===== config.mk =====
export PLATFORM = sky130hd
export DESIGN_NAME = branch_recovery_ctrl_flat
export DESIGN_NICKNAME = d
export VERILOG_FILES = /design/src/rtl/branch_recovery_ctrl_pkg.sv /design/src/rtl/branch_recovery_ctrl_if.sv /design/src/rtl/branch_recovery_ctrl_age_select.sv /design/src/rtl/branch_recovery_ctrl.sv /design/src/flat_wrapper.sv
export SDC_FILE = /design/constraint.sdc
export NUM_CORES = 1
export LEC_CHECK = 0
export CORE_ASPECT_RATIO = 1.5
export CORE_MARGIN = 4
export CORE_UTILIZATION = 25
export CTS_CLUSTER_SIZE = 10
export DETAILED_ROUTE_END_ITERATION = 16
export SLEW_MARGIN = 30
export SYNTH_ARGS = -nofsm -noshare
export SYNTH_HDL_FRONTEND = slang
export SYNTH_SLANG_ARGS = --single-unit

===== constraint.sdc =====
create_clock -name clk -period 6.3 [get_ports clk]
set_clock_uncertainty 0.05 [all_clocks]
set_input_delay 0.945 -clock clk [delete_from_list [all_inputs] [get_ports clk]]
set_output_delay 0.945 -clock clk [all_outputs]
set_load 0.01 [all_outputs]

===== src/rtl/branch_recovery_ctrl_pkg.sv =====
// Shared types and helpers for the branch misprediction recovery controller.
// The ROB index width lives here so the entry type and the age helper follow it.
package branch_recovery_pkg;

    localparam int BRC_NUM_BRANCH  = 2;
    localparam int BRC_ROB_IDX_W   = 7;
    localparam int BRC_RESTORE_MIN = 2;

    typedef enum logic [1:0] {
        BRC_IDLE,
        BRC_FLUSH,
        BRC_RESTORE
    } brc_state_t;

    typedef struct packed {
        logic [BRC_ROB_IDX_W-1:0] idx;
        logic [31:0]              pc;
    } brc_entry_t;

    // Distance from the ROB head; wraps naturally at the index width, smaller is older.
    function automatic logic [BRC_ROB_IDX_W-1:0] rob_age(
        input logic [BRC_ROB_IDX_W-1:0] idx,
        input logic [BRC_ROB_IDX_W-1:0] head
    );
        return idx - head;
    endfunction

endpackage


===== src/rtl/branch_recovery_ctrl_if.sv =====
// Bundle between branch execute / ROB / rename and the recovery controller.
// Optional statistics outputs appear when BRANCH_RECOVERY_STATS_EN is defined.
interface branch_recovery_ctrl_if
    import branch_recovery_pkg::*;
#(
    parameter int NUM_BRANCH = BRC_NUM_BRANCH
`ifdef BRANCH_RECOVERY_STATS_EN
  , parameter int STAT_W     = 32
`endif
);

    logic [NUM_BRANCH-1:0]                    res_valid;
    logic [NUM_BRANCH-1:0]                    res_mispredicted;
    logic [NUM_BRANCH-1:0][31:0]              res_correct_pc;
    logic [NUM_BRANCH-1:0][BRC_ROB_IDX_W-1:0] res_rob_idx;
    logic [BRC_ROB_IDX_W-1:0]                 rob_head_idx;
    logic                                     exc_flush;
    logic                                     ckpt_restore_done;

    logic                                     flush;
    logic [BRC_ROB_IDX_W-1:0]                 flush_rob_idx;
    logic                                     redirect_valid;
    logic [31:0]                              redirect_pc;
    logic                                     ckpt_restore_req;
    logic [BRC_ROB_IDX_W-1:0]                 ckpt_restore_idx;
    logic                                     recover_busy;

`ifdef BRANCH_RECOVERY_STATS_EN
    logic [STAT_W-1:0]                        stat_resolved;
    logic [STAT_W-1:0]                        stat_mispred;
`endif

    // Controller side.
    modport slave (
`ifdef BRANCH_RECOVERY_STATS_EN
        output stat_resolved,
        output stat_mispred,
`endif
        input  res_valid,
        input  res_mispredicted,
        input  res_correct_pc,
        input  res_rob_idx,
        input  rob_head_idx,
        input  exc_flush,
        input  ckpt_restore_done,
        output flush,
        output flush_rob_idx,
        output redirect_valid,
        output redirect_pc,
        output ckpt_restore_req,
        output ckpt_restore_idx,
        output recover_busy
    );

    // Pipeline side that produces resolutions and consumes recovery controls.
    modport master (
`ifdef BRANCH_RECOVERY_STATS_EN
        input  stat_resolved,
        input  stat_mispred,
`endif
        output res_valid,
        output res_mispredicted,
        output res_correct_pc,
        output res_rob_idx,
        output rob_head_idx,
        output exc_flush,
        output ckpt_restore_done,
        input  flush,
        input  flush_rob_idx,
        input  redirect_valid,
        input  redirect_pc,
        input  ckpt_restore_req,
        input  ckpt_restore_idx,
        input  recover_busy
    );

endinterface


===== src/rtl/branch_recovery_ctrl_age_select.sv =====
// Combinational oldest-candidate selector across the resolution lanes.
// Ties on age go to the lowest lane.
module branch_age_select
    import branch_recovery_pkg::*;
#(
    parameter  int NUM_BRANCH = BRC_NUM_BRANCH,
    localparam int LANE_W     = (NUM_BRANCH > 1) ? $clog2(NUM_BRANCH) : 1
) (
    input  logic [NUM_BRANCH-1:0]                    cand_i,
    input  logic [NUM_BRANCH-1:0][BRC_ROB_IDX_W-1:0] idx_i,
    input  logic [NUM_BRANCH-1:0][31:0]              pc_i,
    input  logic [BRC_ROB_IDX_W-1:0]                 head_i,
    output logic                                     found_o,
    output logic [LANE_W-1:0]                        lane_o,
    output logic [BRC_ROB_IDX_W-1:0]                 idx_o,
    output logic [31:0]                              pc_o
);

    logic [BRC_ROB_IDX_W-1:0] bestAge;

    // Linear scan; strict less-than keeps the earlier lane on equal age.
    always_comb begin
        found_o = 1'b0;
        lane_o  = '0;
        idx_o   = '0;
        pc_o    = '0;
        bestAge = '0;
        for (int i = 0; i < NUM_BRANCH; i++) begin
            if (cand_i[i] && (!found_o || rob_age(idx_i[i], head_i) < bestAge)) begin
                found_o = 1'b1;
                lane_o  = LANE_W'(i);
                idx_o   = idx_i[i];
                pc_o    = pc_i[i];
                bestAge = rob_age(idx_i[i], head_i);
            end
        end
    end

endmodule


===== src/rtl/branch_recovery_ctrl.sv =====
// Misprediction recovery scheduler: picks the oldest mispredicting lane, issues a
// one-cycle flush/redirect/checkpoint-restore pulse, waits for the restore, and
// keeps one older pending mispredict seen during recovery.
// Optional feature macro: BRANCH_RECOVERY_STATS_EN (resolution/mispredict counters).
module branch_recovery_ctrl
    import branch_recovery_pkg::*;
#(
    parameter int NUM_BRANCH  = BRC_NUM_BRANCH,
    parameter int RESTORE_MIN = BRC_RESTORE_MIN
`ifdef BRANCH_RECOVERY_STATS_EN
  , parameter int STAT_W      = 32
`endif
) (
    input  logic                  clk,
    input  logic                  rst,
    branch_recovery_ctrl_if.slave bus
);

    localparam int LANE_W = (NUM_BRANCH > 1) ? $clog2(NUM_BRANCH) : 1;
    localparam int CNT_W  = 4;
    localparam logic [CNT_W-1:0] CNT_LOAD = CNT_W'(RESTORE_MIN - 1);

    brc_state_t               state_q;
    logic [CNT_W-1:0]         cnt_q;
    brc_entry_t               cur_q;
    logic                     pend_valid_q;
    brc_entry_t               pend_q;
    logic                     flush_q;
    logic                     busy_q;

    logic                     sel_found;
    logic [LANE_W-1:0]        sel_lane;
    logic [BRC_ROB_IDX_W-1:0] sel_idx;
    logic [31:0]              sel_pc;

    brc_entry_t               cand_entry;
    brc_entry_t               idle_winner;
    logic [BRC_ROB_IDX_W-1:0] cand_age;
    logic [BRC_ROB_IDX_W-1:0] cur_age;
    logic [BRC_ROB_IDX_W-1:0] pend_age;
    logic                     pend_capture;

    branch_age_select #(.NUM_BRANCH(NUM_BRANCH)) u_select (
        .cand_i  (bus.res_valid & bus.res_mispredicted),
        .idx_i   (bus.res_rob_idx),
        .pc_i    (bus.res_correct_pc),
        .head_i  (bus.rob_head_idx),
        .found_o (sel_found),
        .lane_o  (sel_lane),
        .idx_o   (sel_idx),
        .pc_o    (sel_pc)
    );

    // The selected target must be the one reported on the winning lane.
    always_comb begin
        assert (!sel_found || sel_pc == bus.res_correct_pc[sel_lane]);
    end

    // Age comparisons against the current head decide winner and pending replacement.
    always_comb begin
        cand_entry   = '{idx: sel_idx, pc: sel_pc};
        cand_age     = rob_age(sel_idx, bus.rob_head_idx);
        cur_age      = rob_age(cur_q.idx, bus.rob_head_idx);
        pend_age     = rob_age(pend_q.idx, bus.rob_head_idx);
        idle_winner  = (pend_valid_q && (!sel_found || pend_age < cand_age)) ? pend_q : cand_entry;
        pend_capture = sel_found && (cand_age < cur_age) && (!pend_valid_q || cand_age < pend_age);
    end

    // Recovery FSM with pending slot; exception flush overrides everything.
    always_ff @(posedge clk) begin
        if (rst) begin
            state_q      <= BRC_IDLE;
            cnt_q        <= '0;
            cur_q        <= '0;
            pend_valid_q <= 1'b0;
            pend_q       <= '0;
            flush_q      <= 1'b0;
            busy_q       <= 1'b0;
        end else if (bus.exc_flush) begin
            state_q      <= BRC_IDLE;
            cnt_q        <= '0;
            pend_valid_q <= 1'b0;
            flush_q      <= 1'b0;
            busy_q       <= 1'b0;
        end else begin
            case (state_q)
                BRC_IDLE: begin
                    if (sel_found || pend_valid_q) begin
                        state_q      <= BRC_FLUSH;
                        cur_q        <= idle_winner;
                        pend_valid_q <= 1'b0;
                        flush_q      <= 1'b1;
                        busy_q       <= 1'b1;
                    end
                end
                BRC_FLUSH: begin
                    state_q <= BRC_RESTORE;
                    cnt_q   <= CNT_LOAD;
                    flush_q <= 1'b0;
                    if (pend_capture) begin
                        pend_valid_q <= 1'b1;
                        pend_q       <= cand_entry;
                    end
                end
                BRC_RESTORE: begin
                    if (cnt_q == '0 && bus.ckpt_restore_done) begin
                        state_q <= BRC_IDLE;
                        busy_q  <= 1'b0;
                    end else if (cnt_q != '0) begin
                        cnt_q <= cnt_q - 1'b1;
                    end
                    if (pend_capture) begin
                        pend_valid_q <= 1'b1;
                        pend_q       <= cand_entry;
                    end
                end
                default: begin
                    state_q <= BRC_IDLE;
                    flush_q <= 1'b0;
                    busy_q  <= 1'b0;
                end
            endcase
        end
    end

    assign bus.flush            = flush_q;
    assign bus.redirect_valid   = flush_q;
    assign bus.ckpt_restore_req = flush_q;
    assign bus.flush_rob_idx    = cur_q.idx;
    assign bus.ckpt_restore_idx = cur_q.idx;
    assign bus.redirect_pc      = cur_q.pc;
    assign bus.recover_busy     = busy_q;

`ifdef BRANCH_RECOVERY_STATS_EN
    logic [STAT_W-1:0] stat_res_q;
    logic [STAT_W-1:0] stat_mis_q;

    // Free-running wrap-around counters; only reset clears them.
    always_ff @(posedge clk) begin
        if (rst) begin
            stat_res_q <= '0;
            stat_mis_q <= '0;
        end else begin
            stat_res_q <= stat_res_q + STAT_W'($countones(bus.res_valid));
            if (state_q == BRC_FLUSH) begin
                stat_mis_q <= stat_mis_q + 1'b1;
            end
        end
    end

    assign bus.stat_resolved = stat_res_q;
    assign bus.stat_mispred  = stat_mis_q;
`endif

endmodule


===== src/flat_wrapper.sv =====
// flat-port wrapper written by rule: the top's interface ports become plain ports
module branch_recovery_ctrl_flat import branch_recovery_pkg::*;
#(
    parameter int NUM_BRANCH  = BRC_NUM_BRANCH,
    parameter int RESTORE_MIN = BRC_RESTORE_MIN

)
  (clk, rst, bus_res_valid, bus_res_mispredicted, bus_res_correct_pc, bus_res_rob_idx, bus_rob_head_idx, bus_exc_flush, bus_ckpt_restore_done, bus_flush, bus_flush_rob_idx, bus_redirect_valid, bus_redirect_pc, bus_ckpt_restore_req, bus_ckpt_restore_idx, bus_recover_busy);
  branch_recovery_ctrl_if #(.NUM_BRANCH(NUM_BRANCH)) bus_i ();
  input  logic clk;
  input  logic rst;
  input wire logic [$bits(bus_i.res_valid)-1:0] bus_res_valid;
  input wire logic [$bits(bus_i.res_mispredicted)-1:0] bus_res_mispredicted;
  input wire logic [$bits(bus_i.res_correct_pc)-1:0] bus_res_correct_pc;
  input wire logic [$bits(bus_i.res_rob_idx)-1:0] bus_res_rob_idx;
  input wire logic [$bits(bus_i.rob_head_idx)-1:0] bus_rob_head_idx;
  input wire logic [$bits(bus_i.exc_flush)-1:0] bus_exc_flush;
  input wire logic [$bits(bus_i.ckpt_restore_done)-1:0] bus_ckpt_restore_done;
  output wire logic [$bits(bus_i.flush)-1:0] bus_flush;
  output wire logic [$bits(bus_i.flush_rob_idx)-1:0] bus_flush_rob_idx;
  output wire logic [$bits(bus_i.redirect_valid)-1:0] bus_redirect_valid;
  output wire logic [$bits(bus_i.redirect_pc)-1:0] bus_redirect_pc;
  output wire logic [$bits(bus_i.ckpt_restore_req)-1:0] bus_ckpt_restore_req;
  output wire logic [$bits(bus_i.ckpt_restore_idx)-1:0] bus_ckpt_restore_idx;
  output wire logic [$bits(bus_i.recover_busy)-1:0] bus_recover_busy;
  assign bus_i.res_valid = bus_res_valid;
  assign bus_i.res_mispredicted = bus_res_mispredicted;
  assign bus_i.res_correct_pc = bus_res_correct_pc;
  assign bus_i.res_rob_idx = bus_res_rob_idx;
  assign bus_i.rob_head_idx = bus_rob_head_idx;
  assign bus_i.exc_flush = bus_exc_flush;
  assign bus_i.ckpt_restore_done = bus_ckpt_restore_done;
  assign bus_flush = bus_i.flush;
  assign bus_flush_rob_idx = bus_i.flush_rob_idx;
  assign bus_redirect_valid = bus_i.redirect_valid;
  assign bus_redirect_pc = bus_i.redirect_pc;
  assign bus_ckpt_restore_req = bus_i.ckpt_restore_req;
  assign bus_ckpt_restore_idx = bus_i.ckpt_restore_idx;
  assign bus_recover_busy = bus_i.recover_busy;
  branch_recovery_ctrl #(.NUM_BRANCH(NUM_BRANCH), .RESTORE_MIN(RESTORE_MIN)) u_core (.clk(clk), .rst(rst), .bus(bus_i));
endmodule

# Word level (Yosys, flattened, before mapping)
# Index checks and enable logic that the tools add are counted.
dict set report classes {
  addsub 6
  magnitude_cmp 4
  eq_ne 7
  muxes 21
  bitwise 4
  reduce_logical 26
}
# op n
set ops {}
lappend ops {{$mux W32} 2}
lappend ops {{$mux W39} 1}
lappend ops {{$sub A7 B7 Y7} 5}
lappend ops {{$lt A7 B7 Y1} 4}
lappend ops {{$mux W7} 3}
lappend ops {{$reduce_and A3 Y1} 5}
lappend ops {{$mux W4} 2}
lappend ops {{$ne A2 B1 Y1 const B} 4}
lappend ops {{$pmux W4 S2} 1}
lappend ops {{$mux W1} 6}
lappend ops {{$pmux W2 S3} 1}
lappend ops {{$logic_and A1 B1 Y1} 5}
lappend ops {{$logic_not A4 Y1} 1}
lappend ops {{$logic_or A1 B1 Y1} 4}
lappend ops {{$mux W2} 2}
lappend ops {{$pmux W1 S2} 2}
lappend ops {{$reduce_and A2 Y1} 2}
lappend ops {{$reduce_bool A2 Y1} 2}
lappend ops {{$reduce_bool A4 Y1} 1}
lappend ops {{$reduce_or A2 Y1} 2}
lappend ops {{$sub A4 B1 Y4 const B} 1}
lappend ops {{$logic_not A1 Y1} 3}
lappend ops {{$not A1 Y1} 3}
lappend ops {{$pmux W1 S3} 1}
lappend ops {{5 further kinds} 5}
dict set report totals {
  ff_bits 87
  input_bits 93
  output_inout_bits 50
  wordCells 77
}

# Longest topological paths before layout
dict set report logic_depth {
  word_depth 12
  ltp_mapped 35
  depth_no_buf 32
}

# Cells and area by module
# A second synthesis with hierarchy kept.
dict set report unflattened {
  hier_cells 725
  area_unflattened_um2 6132.1
}
# module instances cells_each area_per_inst_um2 seq_area_each_um2
set modules_own_cells {}
lappend modules_own_cells {branch_recovery_ctrl 1 587 5078.6 1741.7}
lappend modules_own_cells {branch_age_select 1 138 1053.5 0.0}

# Least setup slack after synthesis
# OpenSTA, ideal clock, no wires.
dict set report synth_timing {
  path_kind {in2reg}
  startpoint {input port bus_rob_head_idx[1]}
  endpoint {register u_core.pend_q[1] (netlist bit)}
  setup_time_ps 128
  t_arrival_ps 6619
  t_required_ps 6122
  slack_ps -497
  stages 31
  path_buffers 2
  path_cell_list {inv_1 > fa_1 > a21o_1 > a21o_1 > a21o_1 > a21oi_1 > xnor2_1 > nand2_1 > ha_1 > a21oi_1 > o21bai_1 > a41oi_1 > o21ai_1 > buf_2 > mux2i_1 > ha_1 > or2_2 > o311a_1 > o21a_1 > nor2_1 > xnor2_1 > xnor2_1 > ha_1 > nand2_1 > or2_1 > o32ai_1 > a211o_1 > a211oi_4 > buf_6 > mux2i_1 > nor2_1}
}
dict set report synth_via {
  elab_chain_cells 11
  word_cells_on_any_way 18
  classes_between {5 x add/sub; 3 x order compare; 4 x mux; 6 x reduce/logical}
}
# item line
set synth_lines {}
lappend synth_lines {{start: declaration} flat_wrapper.sv:16} ;# input wire logic [$bits(bus_i.rob_head_idx)-1:0] bus_rob_head_idx;
lappend synth_lines {{$sub A7 B7 Y7} branch_recovery_ctrl_pkg.sv:25} ;# return idx - head;
lappend synth_lines {{$mux W7} branch_recovery_ctrl_age_select.sv:29} ;# if (cand_i[i] && (!found_o || rob_age(idx_i[i], head_i) < bestAge)) begin
lappend synth_lines {{$lt A7 B7 Y1 (*)} branch_recovery_ctrl_age_select.sv:29}
lappend synth_lines {{$logic_or A1 B1 Y1 (*)} branch_recovery_ctrl_age_select.sv:29}
lappend synth_lines {{$logic_and A1 B1 Y1 (*)} branch_recovery_ctrl_age_select.sv:29}
lappend synth_lines {{$mux W7 (*)} branch_recovery_ctrl_age_select.sv:29}
lappend synth_lines {{net u_core.sel_idx[3]} branch_recovery_ctrl.sv:33} ;# logic [BRC_ROB_IDX_W-1:0] sel_idx;
lappend synth_lines {{$sub A7 B7 Y7 (*)} branch_recovery_ctrl_pkg.sv:25}
lappend synth_lines {{$lt A7 B7 Y1} branch_recovery_ctrl.sv:66} ;# pend_capture = sel_found && (cand_age < cur_age) && (!pend_valid_q || cand_age < pend_age);
lappend synth_lines {{$logic_and A1 B1 Y1 or $logic_or A1 B1 Y1 (tied branches)} branch_recovery_ctrl.sv:66}
lappend synth_lines {{$logic_and A1 B1 Y1 (*)} branch_recovery_ctrl.sv:66}
lappend synth_lines {{$reduce_and A3 Y1 (no source line) (*)} -}
lappend synth_lines {{end signal: assignment} branch_recovery_ctrl.sv:102} ;# pend_q <= cand_entry;
lappend synth_lines {{end signal: assignment} branch_recovery_ctrl.sv:114} ;# pend_q <= cand_entry;
lappend synth_lines {{end: declaration} branch_recovery_ctrl.sv:27} ;# brc_entry_t pend_q;
# Mark *: on every way through the listed nets, which the timed path passes. The rest lies on a longest branch.
# A chain may end at the register's enable or synchronous reset.

# Worst setup path in the final report
dict set report layout_timing {
  startpoint {input port bus_res_rob_idx[0]}
  endpoint {register u_core.cur_q (netlist bit u_core.bus.ckpt_restore_idx[0])}
}
dict set report layout_via {
  elab_chain_cells 11
  word_cells_on_any_way 16
  classes_between {2 x add/sub; 2 x order compare; 5 x mux; 7 x reduce/logical}
}
# item line
set layout_lines {}
lappend layout_lines {{start: declaration} flat_wrapper.sv:15} ;# input wire logic [$bits(bus_i.res_rob_idx)-1:0] bus_res_rob_idx;
lappend layout_lines {{$sub A7 B7 Y7} branch_recovery_ctrl_pkg.sv:25}
lappend layout_lines {{$mux W7} branch_recovery_ctrl_age_select.sv:29}
lappend layout_lines {{$lt A7 B7 Y1} branch_recovery_ctrl_age_select.sv:29}
lappend layout_lines {{$logic_or A1 B1 Y1} branch_recovery_ctrl_age_select.sv:29}
lappend layout_lines {{$logic_and A1 B1 Y1} branch_recovery_ctrl_age_select.sv:29}
lappend layout_lines {{$mux W7} branch_recovery_ctrl_age_select.sv:29}
lappend layout_lines {{net u_core.sel_idx[3]} branch_recovery_ctrl.sv:33}
lappend layout_lines {{$sub A7 B7 Y7} branch_recovery_ctrl_pkg.sv:25}
lappend layout_lines {{$lt A7 B7 Y1} branch_recovery_ctrl.sv:65} ;# idle_winner = (pend_valid_q && (!sel_found || pend_age < cand_age)) ? pend_q : cand_entry;
lappend layout_lines {{$logic_or A1 B1 Y1} branch_recovery_ctrl.sv:65}
lappend layout_lines {{$logic_and A1 B1 Y1} branch_recovery_ctrl.sv:65}
lappend layout_lines {{$mux W39} branch_recovery_ctrl.sv:65}
lappend layout_lines {{end signal: assignment} branch_recovery_ctrl.sv:90} ;# cur_q <= idle_winner;
lappend layout_lines {{end: declaration} branch_recovery_ctrl.sv:25} ;# brc_entry_t cur_q;
# The timed path passes the listed nets, and every way through them passes these cells.

==> flow_metrics.py <==
metrics = {
    "power": {
        "peakVddDrop_uv": 143,
        "p_switching_uw": 587,
        "p_sw_share_pct": 32.7,
        "p_clk_share_pct": 29.6,
        "power.leakage_uw": 0.00395,
        "intPower_uw": 1210,
        "power_density_mw_per_mm2": 186,
        "power_frac_seq_pct": 31.9,
        "combinationalPowerShare_pct": 38.5,
    },
    "global_route": {
        "grt_pass1_wl_mm": 29.7,
        "grt_pass1_vias": 5802,
        "grt_usage_pct": 14.0,
        "grt_overflow_total": 0,
        "grt_max_degree": 47,
        "antenna_found_initial": 0,
    },
    "timing": {
        "tightest_slew_ns": 0.909,
        "timing.final.crit_period_ns": 6.61,
        "min_period_over_period_pct": 105,
        "rsz0062_at_grt": "true",
        "max_freq_mhz": 151,
        "hold_ws_ns": 0.406,
        "hold_viol_final": 0,
        "slew_viol_final": 0,
        "setup_viol_count_final": 78,
        "fin_ws_ns": -0.314,
        "timing.slew.headroom_pct": 39.4,
        "tns_ns": -18.71,
    },
    "finish": {
        "fin_cells": 1270,
        "fill_cells": 2428,
        "regArea_mm2": 0.00175,
        "diodes": 0,
        "multi_input_area_mm2": 0.00439,
        "final_layout_size_suffix_gt1_share_pct": 24.0,
        "final_util_pct": 40.5,
        "nets": 1097,
        "area_growth_pct": 58.3,
    },
    "worst_setup_path": {
        "cp.required_ns": 6.51,
        "cp_slowest_stage_delay_ns": 0.49,
        "ff2ff_path_depth": 18,
        "crit_arrival_ns": 6.82,
        "path_delay_family": "compound AO/OA/AOI/OAI gates",
        "cp_slowest_cell": "or4_1",
        "worstSetupPathType": "input port to register",
        "startpoint_type": "input port",
        "end_kind": "register",
        "worstPathMaxFanout": 6,
        "cp.depth": 34,
        "path_buf_inv": 5,
    },
    "hold_path": {
        "min_path_type": "register to register",
        "min_path_cells": 2,
    },
    "routing": {
        "postRouteWirelength_mm": 19.5,
        "route.detailed.drc": 0,
        "routed-via-count": 5772,
        "wl_per_cell_um": 15.4,
        "drt_pass1_iterations": 4,
        "antenna_left": 0,
        "routed_via_density": 4.54,
        "drtIter0Drc": 162,
    },
    "placement": {
        "portBuffers": 142,
        "placedCellCount": 1213,
        "hpwl_mm": 13.7,
        "place_congestion": 0.836,
    },
    "floorplanning": {
        "core_area_mm2": 0.0238,
        "row_count": 69,
        "die_area_mm2": 0.0270,
        "die_y_um": 199,
        "io_pins": 143,
        "die-width_um": 135,
        "start_util_pct": 25.6,
    },
    "synthesis": {
        "ys_seq_area_share_pct": 28.6,
        "avgSynthCellArea_um2": 8.32,
        "async_reset_ff_share_pct": 0,
        "ys_seq_elements": 87,
        "syn_inst": 732,
        "yosys_warnings": 0,
        "synth-main-ff-cell": "dfxtp_1",
        "synth_edf_count": 0,
        "synth_nets": 883,
        "syn_area_mm2": 0.00609,
        "ys_types": 51,
    },
    "clock_network": {
        "ctsHoldBuffers": 0,
        "cts-root-buf": "clkbuf_16",
        "cts_buffers": 9,
        "clk-insertion-delay-late_ns": 0.35,
        "clock-sinks": 87,
        "tritoncts": "done",
        "htreeDepth": 3,
        "clkTransAtPathRegs_ns": 0.07,
        "clock_path_buffers": 2,
    },
    "status": {
        "violations": "setup timing",
        "outcome": "finished, violations left",
    },
    "run": {
        "cap_violations": 0,
    },
}
[cells in the mapped netlist, types with 4 or more instances]
master    count  area share [%]
nand2_1      90             5.5
dfxtp_1      87              29
mux2i_1      75              12
inv_1        66             4.1
a21oi_1      57             4.7
nor2_1       54             3.3
ha_1         53              11
nand2b_1     41             4.2
o221ai_1     38             5.5
clkbuf_1     29             1.8
a21o_1       23             2.8
xnor2_1      19             2.7
xor2_1       14             2.0
buf_4        11             1.4
buf_2         7            0.57
fa_1          5             1.6
o21bai_1      5            0.62
a211oi_1      4            0.49
buf_6         4            0.74
[cells by family (layout without fill, tap and decap cells)]
logic type	after synthesis	in the layout	synth area share, %
mux	76	76	12.5
xor+xnor	33	33	4.74
fa+ha+maj	59	59	12.7
compound gates	152	152	17.5
buf+inv	119	338	8.64
simple gates	206	206	15.3
flops	87	87	28.6
[per-stage QoR]
stage	power (µW)	cell area, µm²	worst slack (ns)
2_1_floorplan	896	6280	-0.302
3_3_place_gp	1120	8400	-1.19
3_5_place_dp	1120	8400	-1.34
4_1_cts	1780	9400	-0.446
5_1_grt	1900	9640	-0.672
6_report	1790	9640	-0.314
[power by group through the flow]
stage / Clock (µW) / Sequential [µW] / Combinational [µW]
2_1_floorplan: 0 / 587 / 309
3_5_place_dp: 0 / 586 / 538
6_report: 532 / 573 / 691
5_1_grt: 575 / 574 / 754
3_3_place_gp: 0 / 586 / 533
4_1_cts: 552 / 573 / 651
[routing by layer]
layer	GRT usage [%]	part of all wire (%)
met4	5.53	1.9
met1	14.7	38
met2	27.5	57
met3	2.09	2.9
met5	0	0
[final timing paths]
check | start | to | slack, ns
hold reg to reg | u_core.bus.redirect_pc[2] | u_core.bus.redirect_pc[2] | 0.41
hold / removal | u_core.bus.redirect_pc[2] | u_core.bus.redirect_pc[2] | 0.41
setup / recovery | bus_res_rob_idx[0] | u_core.bus.ckpt_restore_idx[0] | -0.31
setup reg to reg | u_core.pend_q[32] | u_core.bus.ckpt_restore_idx[0] | 2.40
[final cells by class]
| class | count | area share [%] |
|---|---|---|
| Inverter | 66 | 2.63 |
| Clock buffer | 9 | 2.34 |
| Tap cell | 319 | 4.14 |
| Timing Repair Buffer | 256 | 26.5 |
| Sequential cell | 87 | 18.1 |
| Multi-Input combinational cell | 526 | 45.5 |
| Clock inverter | 7 | 0.753 |
[sequential cells by signal, summed over array words and instances (netlist names)]
name and count:
u_core.bus.ckpt_restore_req 1, u_core.pend_q 39, u_core.pend_valid_q 1, u_core.state_q 2, u_core.bus.redirect_pc 32, u_core.bus.recover_busy 1
u_core.cnt_q 4, u_core.bus.ckpt_restore_idx 7
[what timing repair did]
item                                    CTS  global route
endpoints found under the setup margin   79            79
setup buffers                            27             9
gates resized for setup                  89            33
cloned                                    6             2
pin swaps                                50            49
endpoints found under the hold margin     0             0
[tightest hold or removal path, delay by kind of cell, from the launching register on]
family          cells  cell delay (ns)
compound gates      1             0.05
flops               1             0.31
simple gates        1             0.05
[placed cells by master (no fill, tap or decap), types with 4 or more instances in the layout]
master / netlist / layout
buf_12: 0 / 8
xor2_1: 14 / 14
clkdlybuf4s50_1: 0 / 131
nand2_1: 90 / 89
mux2i_1: 75 / 69
a21o_1: 23 / 23
inv_2: 0 / 4
nor2_1: 54 / 54
nand2b_1: 41 / 41
a21oi_1: 57 / 47
buf_4: 11 / 87
a21oi_2: 1 / 10
clkbuf_16: 0 / 11
buf_16: 0 / 5
inv_1: 66 / 60
o221ai_4: 0 / 4
dfxtp_1: 87 / 86
ha_1: 53 / 45
buf_6: 4 / 13
xnor2_1: 19 / 18
o21bai_1: 5 / 4
o221ai_2: 0 / 32
ha_4: 0 / 6
Power figures use the tool's default switching activity.
